### config.mk
export PLATFORM = sky130hd
export DESIGN_NAME = image_capture
export DESIGN_NICKNAME = d
export VERILOG_FILES = /design/src/rtl/image_pkg.sv /design/src/rtl/pixel_packer.sv /design/src/rtl/image_capture.sv
export SDC_FILE = /design/constraint.sdc
export NUM_CORES = 1
export LEC_CHECK = 0
export BUFFER_PORTS_ARGS = -buffer_cell sky130_fd_sc_hd__buf_4
export CAP_MARGIN = 30
export CORE_ASPECT_RATIO = 0.5
export CORE_MARGIN = 1.5
export CORE_UTILIZATION = 52
export DETAILED_ROUTE_END_ITERATION = 10
export PLACE_DENSITY = 0.74
export SLEW_MARGIN = 20
export SYNTH_ARGS = -nofsm -noshare
export SYNTH_HDL_FRONTEND = slang
export SYNTH_SLANG_ARGS = --single-unit
### constraint.sdc
create_clock -name pixel_clk -period 3 [get_ports pixel_clk]
set_clock_uncertainty 0.05 [all_clocks]
set_input_delay 0.45 -clock pixel_clk [delete_from_list [all_inputs] [get_ports pixel_clk]]
set_output_delay 0.45 -clock pixel_clk [all_outputs]
set_load 0.005 [all_outputs]
### src/rtl/image_pkg.sv
// Shared definitions for the capture and sender image paths:
// packing sizes, capture FSM states and the centred-window test.
package image_pkg;

    localparam int BYTE_SIZE          = 8;
    localparam int IMAGE_BUFFER_LEN   = 16;
    localparam int IMAGE_BUFFER_DEPTH = 4;

    typedef enum logic [1:0] {
        IDLE,
        WAIT_FRAME,
        CAPTURE,
        DONE
    } capture_state_t;

    // One window definition so capture and sender agree on which pixels belong to the image.
    function automatic logic in_window(input int x, input int y,
                                       input int screen_width  = 1920,
                                       input int screen_height = 1080,
                                       input int image_width   = 100,
                                       input int image_height  = 100);
        return (y >  screen_height / 2 - image_height / 2) &&
               (y <= screen_height / 2 + image_height / 2) &&
               (x >  screen_width  / 2 - image_width  / 2) &&
               (x <= screen_width  / 2 + image_width  / 2);
    endfunction

endpackage

### src/rtl/pixel_packer.sv
// Packs 8-bit pixels into 128-bit words, byte 0 in bits [7:0]; flush emits a
// zero-padded partial word.
module pixel_packer
    import image_pkg::*;
(
    input  logic                                   clk,
    input  logic                                   rst_n,
    input  logic                                   clear,
    input  logic [BYTE_SIZE-1:0]                   pixel,
    input  logic                                   valid,
    input  logic                                   flush,
    output logic [IMAGE_BUFFER_LEN*BYTE_SIZE-1:0]  word,
    output logic                                   word_valid
);

    logic [IMAGE_BUFFER_DEPTH-1:0]          index;
    logic [IMAGE_BUFFER_LEN*BYTE_SIZE-1:0]  buffer;
    logic [IMAGE_BUFFER_LEN*BYTE_SIZE-1:0]  merged;

    // Buffer is cleared after every word, so untouched upper bytes are already zero.
    always_comb begin
        merged = buffer;
        merged[index*BYTE_SIZE +: BYTE_SIZE] = pixel;
    end

    assign word       = merged;
    assign word_valid = valid &&
                        ((index == IMAGE_BUFFER_DEPTH'(IMAGE_BUFFER_LEN - 1)) || flush);

    always_ff @(posedge clk or negedge rst_n) begin
        if (!rst_n) begin
            index  <= '0;
            buffer <= '0;
        end else if (clear) begin
            index  <= '0;
            buffer <= '0;
        end else if (valid) begin
            if (word_valid) begin
                index  <= '0;
                buffer <= '0;
            end else begin
                index  <= index + 1'b1;
                buffer <= merged;
            end
        end
    end

endmodule

### src/rtl/image_capture.sv
// Captures a centred window of one video frame as packed gray words for a capture FIFO.
// Define RGB_TO_GRAY_EN to use luma through an extra register stage instead of the blue channel.
module image_capture
    import image_pkg::*;
#(
    parameter int FRAME_WIDTH      = 2200,
    parameter int FRAME_HEIGHT     = 1125,
    parameter int SCREEN_WIDTH     = 1920,
    parameter int SCREEN_HEIGHT    = 1080,
    parameter int BIT_WIDTH        = 12,
    parameter int BIT_HEIGHT       = 11,
    parameter int IMAGE_WIDTH      = 100,
    parameter int IMAGE_HEIGHT     = 100,
    parameter int WORD_COUNT_WIDTH = 17
)
(
    input  logic                        pixel_clk,
    input  logic                        image_capture_reset_n,
    input  logic [BIT_WIDTH-1:0]        cx,
    input  logic [BIT_HEIGHT-1:0]       cy,
    input  logic [23:0]                 rgb_in,
    input  logic                        capture_arm,
    input  logic                        image_capture_full,
    output logic                        image_capture_write,
    output logic [127:0]                image_capture_fifo_dout,
    output logic                        capture_busy,
    output logic                        capture_done,
    output logic                        capture_overflow,
    output logic [WORD_COUNT_WIDTH-1:0] word_count
);

    localparam int LAST_X = SCREEN_WIDTH / 2 + IMAGE_WIDTH / 2;
    localparam int LAST_Y = SCREEN_HEIGHT / 2 + IMAGE_HEIGHT / 2;

    capture_state_t state;
    logic           frame_end;
    logic           win_now;
    logic           last_now;
    logic [7:0]     pix_byte;
    logic           win_sel;
    logic           last_sel;
    logic           pix_valid;
    logic           arm_accept;
    logic [127:0]   word;
    logic           word_valid;

    assign frame_end = (cx == BIT_WIDTH'(FRAME_WIDTH - 1)) && (cy == BIT_HEIGHT'(FRAME_HEIGHT - 1));
    assign win_now   = in_window(int'(cx), int'(cy), SCREEN_WIDTH, SCREEN_HEIGHT,
                                 IMAGE_WIDTH, IMAGE_HEIGHT);
    assign last_now  = (cx == BIT_WIDTH'(LAST_X)) && (cy == BIT_HEIGHT'(LAST_Y));

`ifdef RGB_TO_GRAY_EN
    logic [15:0] luma;
    logic [7:0]  gray_q;
    logic        win_q;
    logic        last_q;

    assign luma = 16'd77  * {8'd0, rgb_in[23:16]} +
                  16'd150 * {8'd0, rgb_in[15:8]}  +
                  16'd29  * {8'd0, rgb_in[7:0]};

    // Window flags travel with the luma so each byte keeps its own position.
    always_ff @(posedge pixel_clk or negedge image_capture_reset_n) begin
        if (!image_capture_reset_n) begin
            gray_q <= '0;
            win_q  <= 1'b0;
            last_q <= 1'b0;
        end else begin
            gray_q <= 8'(luma >> 8);
            win_q  <= win_now;
            last_q <= last_now;
        end
    end

    assign pix_byte = gray_q;
    assign win_sel  = win_q;
    assign last_sel = last_q;
`else
    logic unused_rgb;
    assign unused_rgb = ^rgb_in[23:8];
    assign pix_byte   = rgb_in[7:0];
    assign win_sel    = win_now;
    assign last_sel   = last_now;
`endif

    assign pix_valid  = (state == CAPTURE) && win_sel;
    assign arm_accept = capture_arm && ((state == IDLE) || (state == DONE));

    pixel_packer u_packer (
        .clk        (pixel_clk),
        .rst_n      (image_capture_reset_n),
        .clear      (arm_accept),
        .pixel      (pix_byte),
        .valid      (pix_valid),
        .flush      (last_sel),
        .word       (word),
        .word_valid (word_valid)
    );

    // A word completing while the FIFO reports full is dropped; packing never stalls.
    always_ff @(posedge pixel_clk or negedge image_capture_reset_n) begin
        if (!image_capture_reset_n) begin
            state                   <= IDLE;
            image_capture_write     <= 1'b0;
            image_capture_fifo_dout <= '0;
            capture_busy            <= 1'b0;
            capture_done            <= 1'b0;
            capture_overflow        <= 1'b0;
            word_count              <= '0;
        end else begin
            image_capture_write <= 1'b0;
            case (state)
                IDLE, DONE: begin
                    if (capture_arm) begin
                        state            <= WAIT_FRAME;
                        capture_busy     <= 1'b1;
                        capture_done     <= 1'b0;
                        capture_overflow <= 1'b0;
                        word_count       <= '0;
                    end
                end
                WAIT_FRAME: begin
                    if (frame_end) begin
                        state <= CAPTURE;
                    end
                end
                CAPTURE: begin
                    if (word_valid) begin
                        if (image_capture_full) begin
                            capture_overflow <= 1'b1;
                        end else begin
                            image_capture_write     <= 1'b1;
                            image_capture_fifo_dout <= word;
                            if (word_count != '1) begin
                                word_count <= word_count + 1'b1;
                            end
                        end
                    end
                    if (pix_valid && last_sel) begin
                        state        <= DONE;
                        capture_busy <= 1'b0;
                        capture_done <= 1'b1;
                    end
                end
                default: state <= IDLE;
            endcase
        end
    end

endmodule

; ---- Word-level counts from Yosys, hierarchy flattened
; Cells that the tools add are included.
[totals]
reg_bits = 283
in_bits = 51
[classes]
addsub = 3
order_cmp = 4
n_eq_ne = 16
n_shift = 2
muxes = 28
bitwise_logic = 1
n_reduce_logical = 20
[op_table]
columns = cell, count
row1 = 128-bit 2-to-1 mux, 3
row2 = 128-bit bitwise mux, 1
row3 = 8-bit by 34-bit variable shift with 128-bit output (first input constant), 1
row4 = 8-bit by 34-bit variable part select with 128-bit output, 1
row5 = 17-bit 2-to-1 mux, 4
row6 = 7-bit negator with 34-bit output, 1
row7 = 17-bit one-hot mux with 2 select lines, 1
row8 = 17-bit by 1-bit adder with 17-bit output (second input constant), 1
row9 = 17-bit inequality test (second input constant), 1
row10 = 12-bit by 10-bit equality test with 1-bit output (second input constant), 1
row11 = 12-bit equality test (second input constant), 1
row12 = 12-bit by 10-bit > comparator with 1-bit output (second input constant), 1
row13 = 12-bit by 10-bit less-or-equal comparator with 1-bit output (second input constant), 1
row14 = 4-bit 2-to-1 mux, 3
row15 = 11-bit by 10-bit equality test with 1-bit output (second input constant), 1
row16 = 11-bit equality test (second input constant), 1
row17 = 11-bit by 9-bit > comparator with 1-bit output (second input constant), 1
row18 = 11-bit by 10-bit less-or-equal comparator with 1-bit output (second input constant), 1
row19 = 1-bit logical AND, 9
row20 = 1-bit 2-to-1 mux, 9
row21 = 3-bit AND reduction, 3
row22 = 2-bit inequality test (second input constant), 4
row23 = 2-bit 2-to-1 mux, 3
row24 = 2-bit by 1-bit inequality test with 1-bit output (second input constant), 3
row25 = 13 further kinds, 18

; ---- Logic depth before layout (Yosys ltp)
[depth]
depth_word = 9
mapped_depth = 13
mapped_depth_nobuf = 12

; ---- Modules after synthesis
; From an unflattened synthesis, not the netlist that was laid out.
[hier_totals]
hier_cells = 1440
area_unflattened_um2 = 13538.0
[modules_own_cells]
columns = module, instances, cells_each, area_per_inst_um2, seq_area_each_um2
row1 = pixel_packer, 1, 741, 7245.7, 3303.2
row2 = image_capture, 1, 699, 6292.3, 3778.6

; ---- Worst setup path after synthesis
; No wires, ideal clock.
[synth_timing]
path_type = register to register
start = register word_count[0]
end = register word_count[15]
setup_ns = 0.090
arrival_ns = 2.650
required_time_ns = 2.860
setup_slack_ns = 0.210
stages_incl_launch_ff = 13
path_buffers = 1
synth_period_minus_slack_ns = 2.790
path_cell_list = dfrtp_1 -> ha_1 -> and3_1 -> nand3_1 -> nor2_1 -> nand4_1 -> nor2_1 -> ha_1 -> or2_2 -> buf_1 -> nor4_2 -> mux2_2 -> o221ai_1
[synth_between]
elab_chain_len = 5
word_cells_on_any_way = 8
[synth_rtl]
columns = item, line_no
row1 = start: declaration, image_capture.sv:29  ; output logic [WORD_COUNT_WIDTH-1:0] word_count
row2 = start signal: assignment, image_capture.sv:135  ; word_count <= word_count + 1'b1;
row3 = 17-bit by 1-bit adder with 17-bit output, image_capture.sv:135
row4 = 17-bit 2-to-1 mux, image_capture.sv:134  ; if (word_count != '1) begin
row5 = 17-bit 2-to-1 mux, image_capture.sv:129  ; if (image_capture_full) begin
row6 = 17-bit 2-to-1 mux, image_capture.sv:128  ; if (word_valid) begin
row7 = 17-bit one-hot mux with 2 select lines, image_capture.sv:112  ; case (state)
; Several ways; a longest one is shown, not always the timed one. The select of a mux whose other input is x is not followed.
; A chain may end at the register's enable or synchronous reset.

; ---- Final worst setup path
[layout_timing]
start = register u_packer.index[0]
end = register u_packer.buffer[17]
[layout_between]
elab_chain_len = 6
word_cells_on_any_way = 10
[layout_rtl]
columns = item, line_no
row1 = start: declaration, pixel_packer.sv:16  ; logic [IMAGE_BUFFER_DEPTH-1:0] index;
row2 = start signal: assignment, pixel_packer.sv:42  ; index <= index + 1'b1;
row3 = 7-bit negator with 34-bit output / 4-bit equality test (equally long branches), "pixel_packer.sv:23, pixel_packer.sv:28"
row4 = 8-bit by 34-bit variable part select with 128-bit output (tied with other cells), pixel_packer.sv:23  ; merged[index*BYTE_SIZE +: BYTE_SIZE] = pixel;
row5 = 128-bit bitwise mux / 1-bit logical AND (equally long branches), "pixel_packer.sv:23, pixel_packer.sv:27"
row6 = 128-bit 2-to-1 mux *, pixel_packer.sv:38  ; if (word_valid) begin
row7 = 128-bit 2-to-1 mux *, pixel_packer.sv:37  ; end else if (valid) begin
row8 = 128-bit 2-to-1 mux *, pixel_packer.sv:34  ; end else if (clear) begin
row9 = end signal: assignment, pixel_packer.sv:43  ; buffer <= merged;
row10 = end: declaration, pixel_packer.sv:17  ; logic [IMAGE_BUFFER_LEN*BYTE_SIZE-1:0] buffer;
; Every way passes the cells marked *; elsewhere a longest branch is shown, timed or not. The select of a mux whose other input is x is not followed.

==> results.toml <==
[setup_path]
max_stage_delay_ns = 0.51
path_cells = "inv_1, ha_1, o21ai_0, nor3b_1, nand2_1, nor2_4, nand2_1, o2bb2ai_1"
timing.rr.end = "u_packer.buffer[17]$_DFFE_PN0P_"
cp.required_ns = 3.39
end_kind = "register"
r2r_cells = 8
cp_max_fo = 10
cp_top_family = "simple AND/OR/NAND/NOR gates"
cp_slowest_cell = "dfrtp_1"
worst-path-stages = 8
worst_path_most_repeated_cell = "nand2_1"
r2r-start = "u_packer.index[0]$_DFFE_PN0P_"
worst-path-buf-inv = 1
reg2reg_setup_slack_ns = 0.19
critical_path_class = "register to register"
cp.arrival_ns = 3.20
start_kind = "register"

[timing]
slew_viol_final = 0
hold_violations = 0
rsz0062_at_grt = "false"
relSlewSlack_pct = 45.2
max_freq_mhz = 356
finalCriticalPeriod_ns = 2.81
finalSetupViolations = 0
finalCritPeriodShare_pct = 93.7
worst_pin_slew_ns = 0.816
tns_ns = 0

[synth]
synth_area_mm2 = 0.0133
synth_fp_nets = 1330
synth-main-ff-cell = "dfrtp_1"
synth_edf_count = 0
async_flop_share_pct = 100
ys_warn_count = 0
synth_cell_types = 66
synth_seq_cells = 283
seq_area_frac_synth_pct = 53.4
synthCells = 1271
syn_area_per_cell_um2 = 10.4

[status]
status = "complete, no violations"

[clock_network]
clock_sinks = 283
cts_root_buf = "clkbuf_16"
clk_latency_ns = 0.54
cts_buffer_depth = 3
cts_buffers = 25
cts_tree = "built"
clkTransAtPathRegs_ns = 0.07
cts_max_level = 1

[route]
dr.first_iter.drc_count = 848
vias = 10500
ant_nets = 0
wl_per_cell_um = 18.9
wl_um = 34100
drtPass1Iterations = 4
vias_per_cell = 5.81
drc = 0

[layout]
syn_to_final_growth_pct = 20.5
final_common_cell = "dfrtp_1"
final_layout_size_suffix_gt1_share_pct = 21.5
final_cell_mix = "dfrtp_1 (283), buf_4 (229), nand2_1 (190), mux2i_1 (113), o21ai_0 (79)"
nNetsFinal = 1507
fillCellCount = 2025
diodes = 0
finalCoreUtilization_pct = 63.6

[placed_design]
port-buffer-count = 183
globalplace.congestion = 0.885
detailed_place_hpwl_um = 24000

[worst_hold_path]
hold_path_class = "input pin to register"
hold_path_depth = 3
worstHoldEndpoint = "capture_overflow$_DFFE_PN0P_"
min_from = "image_capture_full"

[global_route]
grt_pass1_wl_um = 54800
grt_max_degree = 111
grt_pass1_vias = 10400
gr-usage-all-layers_pct = 25.8
grt-ovfl-total = 0
antenna_found_initial = 0

[floorplan]
die_y_um = 116
rows = 41
pin_count = 200
start_util_pct = 52.7
core_mm2 = 0.0251
die_area_mm2 = 0.0265
die_w_um = 229

[run]
maxCapViolCount = 0

[pwr]
peakVddDrop_uv = 377
power_per_cell_area_mw_per_mm2 = 532
p_leak_nw = 7.22
==> metrics by stage <==
stage	power, W	std cells	hold WS, ns	setup WS [ns]	instance area (um2)
floorplan	0.00467	1271	0.104	0.210	13300
global placement	0.00515	1764	0.417	0.129	15100
detailed placement	0.00520	1764	0.423	0.000435	15100
CTS	0.00856	1810	0.156	0.0393	16000
global route	0.00883	1810	0.179	0.00490	16000
finish	0.00850	1810	0.169	0.188	16000
==> cell type report <==
type / count / area [um2] / share of cell area (%)
clock inverter: 8 / 125 / 0.783
sequential: 283 / 7080 / 44.3
timing repair buffer: 235 / 1820 / 11.4
inverter: 10 / 37.5 / 0.235
tap: 344 / 430 / 2.69
multi-input combinational: 893 / 5750 / 36.0
clock buffer: 37 / 731 / 4.57
==> state kept, by name, indices dropped and copies added (netlist names) <==
| register | flops |
|---|---|
| capture_overflow | 1 |
| image_capture_fifo_dout | 128 |
| capture_done | 1 |
| capture_busy | 1 |
| state | 2 |
| u_packer.index | 4 |
| image_capture_write | 1 |
| word_count | 17 |
| u_packer.buffer | 128 |
==> power by group <==
part,switching [W],internal (W)
Clock,0.00141,0.00195
Sequential,0.0000474,0.00385
Combinational,0.000912,0.000337
==> repair_timing <==
item | CTS | global route
cloned | 0 | 0
endpoints found under the setup margin | 5 | 56
gates resized for setup | 1 | 6
setup buffers | 0 | 0
endpoints found under the hold margin | 89 | 0
pin swaps | 0 | 0
hold buffers | 1 | 0
==> cell usage after synthesis, types with 11 or more instances <==
master     count  area share, %
nand2_1      190            5.4
nor2_1        61            1.7
o21ai_2       13           0.86
o2bb2ai_1     78            5.2
a21oi_1       40            1.5
a22o_1        53            3.5
o211ai_1      11           0.62
and3_1        17           0.80
dfrtp_1      283             53
nand3_1       19           0.72
nor3_1        14           0.53
and2_1        23            1.1
mux2i_1      113            8.5
buf_1         14           0.40
o21ai_1       61            2.3
buf_2         13           0.49
o21ai_0       79            3.0
clkbuf_1      39            1.1
==> cell families (layout without fill, tap and decap cells) <==
group | count (synthesis) | after routing | synth area share (%)
compound gates | 365 | 365 | 18.8
buf+inv | 95 | 290 | 3.44
fa+ha+maj | 8 | 8 | 0.755
simple gates | 402 | 402 | 14.6
xor+xnor | 3 | 3 | 0.198
flops | 283 | 283 | 53.4
mux | 115 | 115 | 8.70
==> layer usage <==
layer  part of all wire [%]  vias up  GRT usage (%)
met4                    1.8        0           6.14
met1                     45     5205           35.9
met5                      0        -              0
li1                       -     4954              -
met2                     46      304           42.1
met3                    6.9       51           5.46
==> how the worst max path moves through the flow <==
stage                                   from                                      end  slack [ns]
6_report       u_packer.index[0]$_DFFE_PN0P_          u_packer.buffer[17]$_DFFE_PN0P_        0.19
5_1_grt        u_packer.index[0]$_DFFE_PN0P_   image_capture_fifo_dout[6]$_DFFE_PN0P_       0.005
4_1_cts        u_packer.index[0]$_DFFE_PN0P_          u_packer.buffer[17]$_DFFE_PN0P_        0.04
3_5_place_dp   u_packer.index[0]$_DFFE_PN0P_          u_packer.buffer[59]$_DFFE_PN0P_      0.0004
3_3_place_gp                          cx[11]  image_capture_fifo_dout[24]$_DFFE_PN0P_        0.13
2_1_floorplan      word_count[0]$_DFFE_PN0P_               word_count[15]$_DFFE_PN0P_        0.21
==> worst register-to-register path, delay by kind of cell (launching register included) <==
| family | cells | cell delay, ns |
|---|---|---|
| flip-flops | 1 | 0.51 |
| buffers and inverters | 1 | 0.20 |
| adder cells (fa/ha/maj) | 1 | 0.30 |
| AND/OR/NAND/NOR | 4 | 1.26 |
| AO/OA/AOI/OAI | 2 | 0.40 |
No activity file was read; power rests on OpenSTA's default activity.
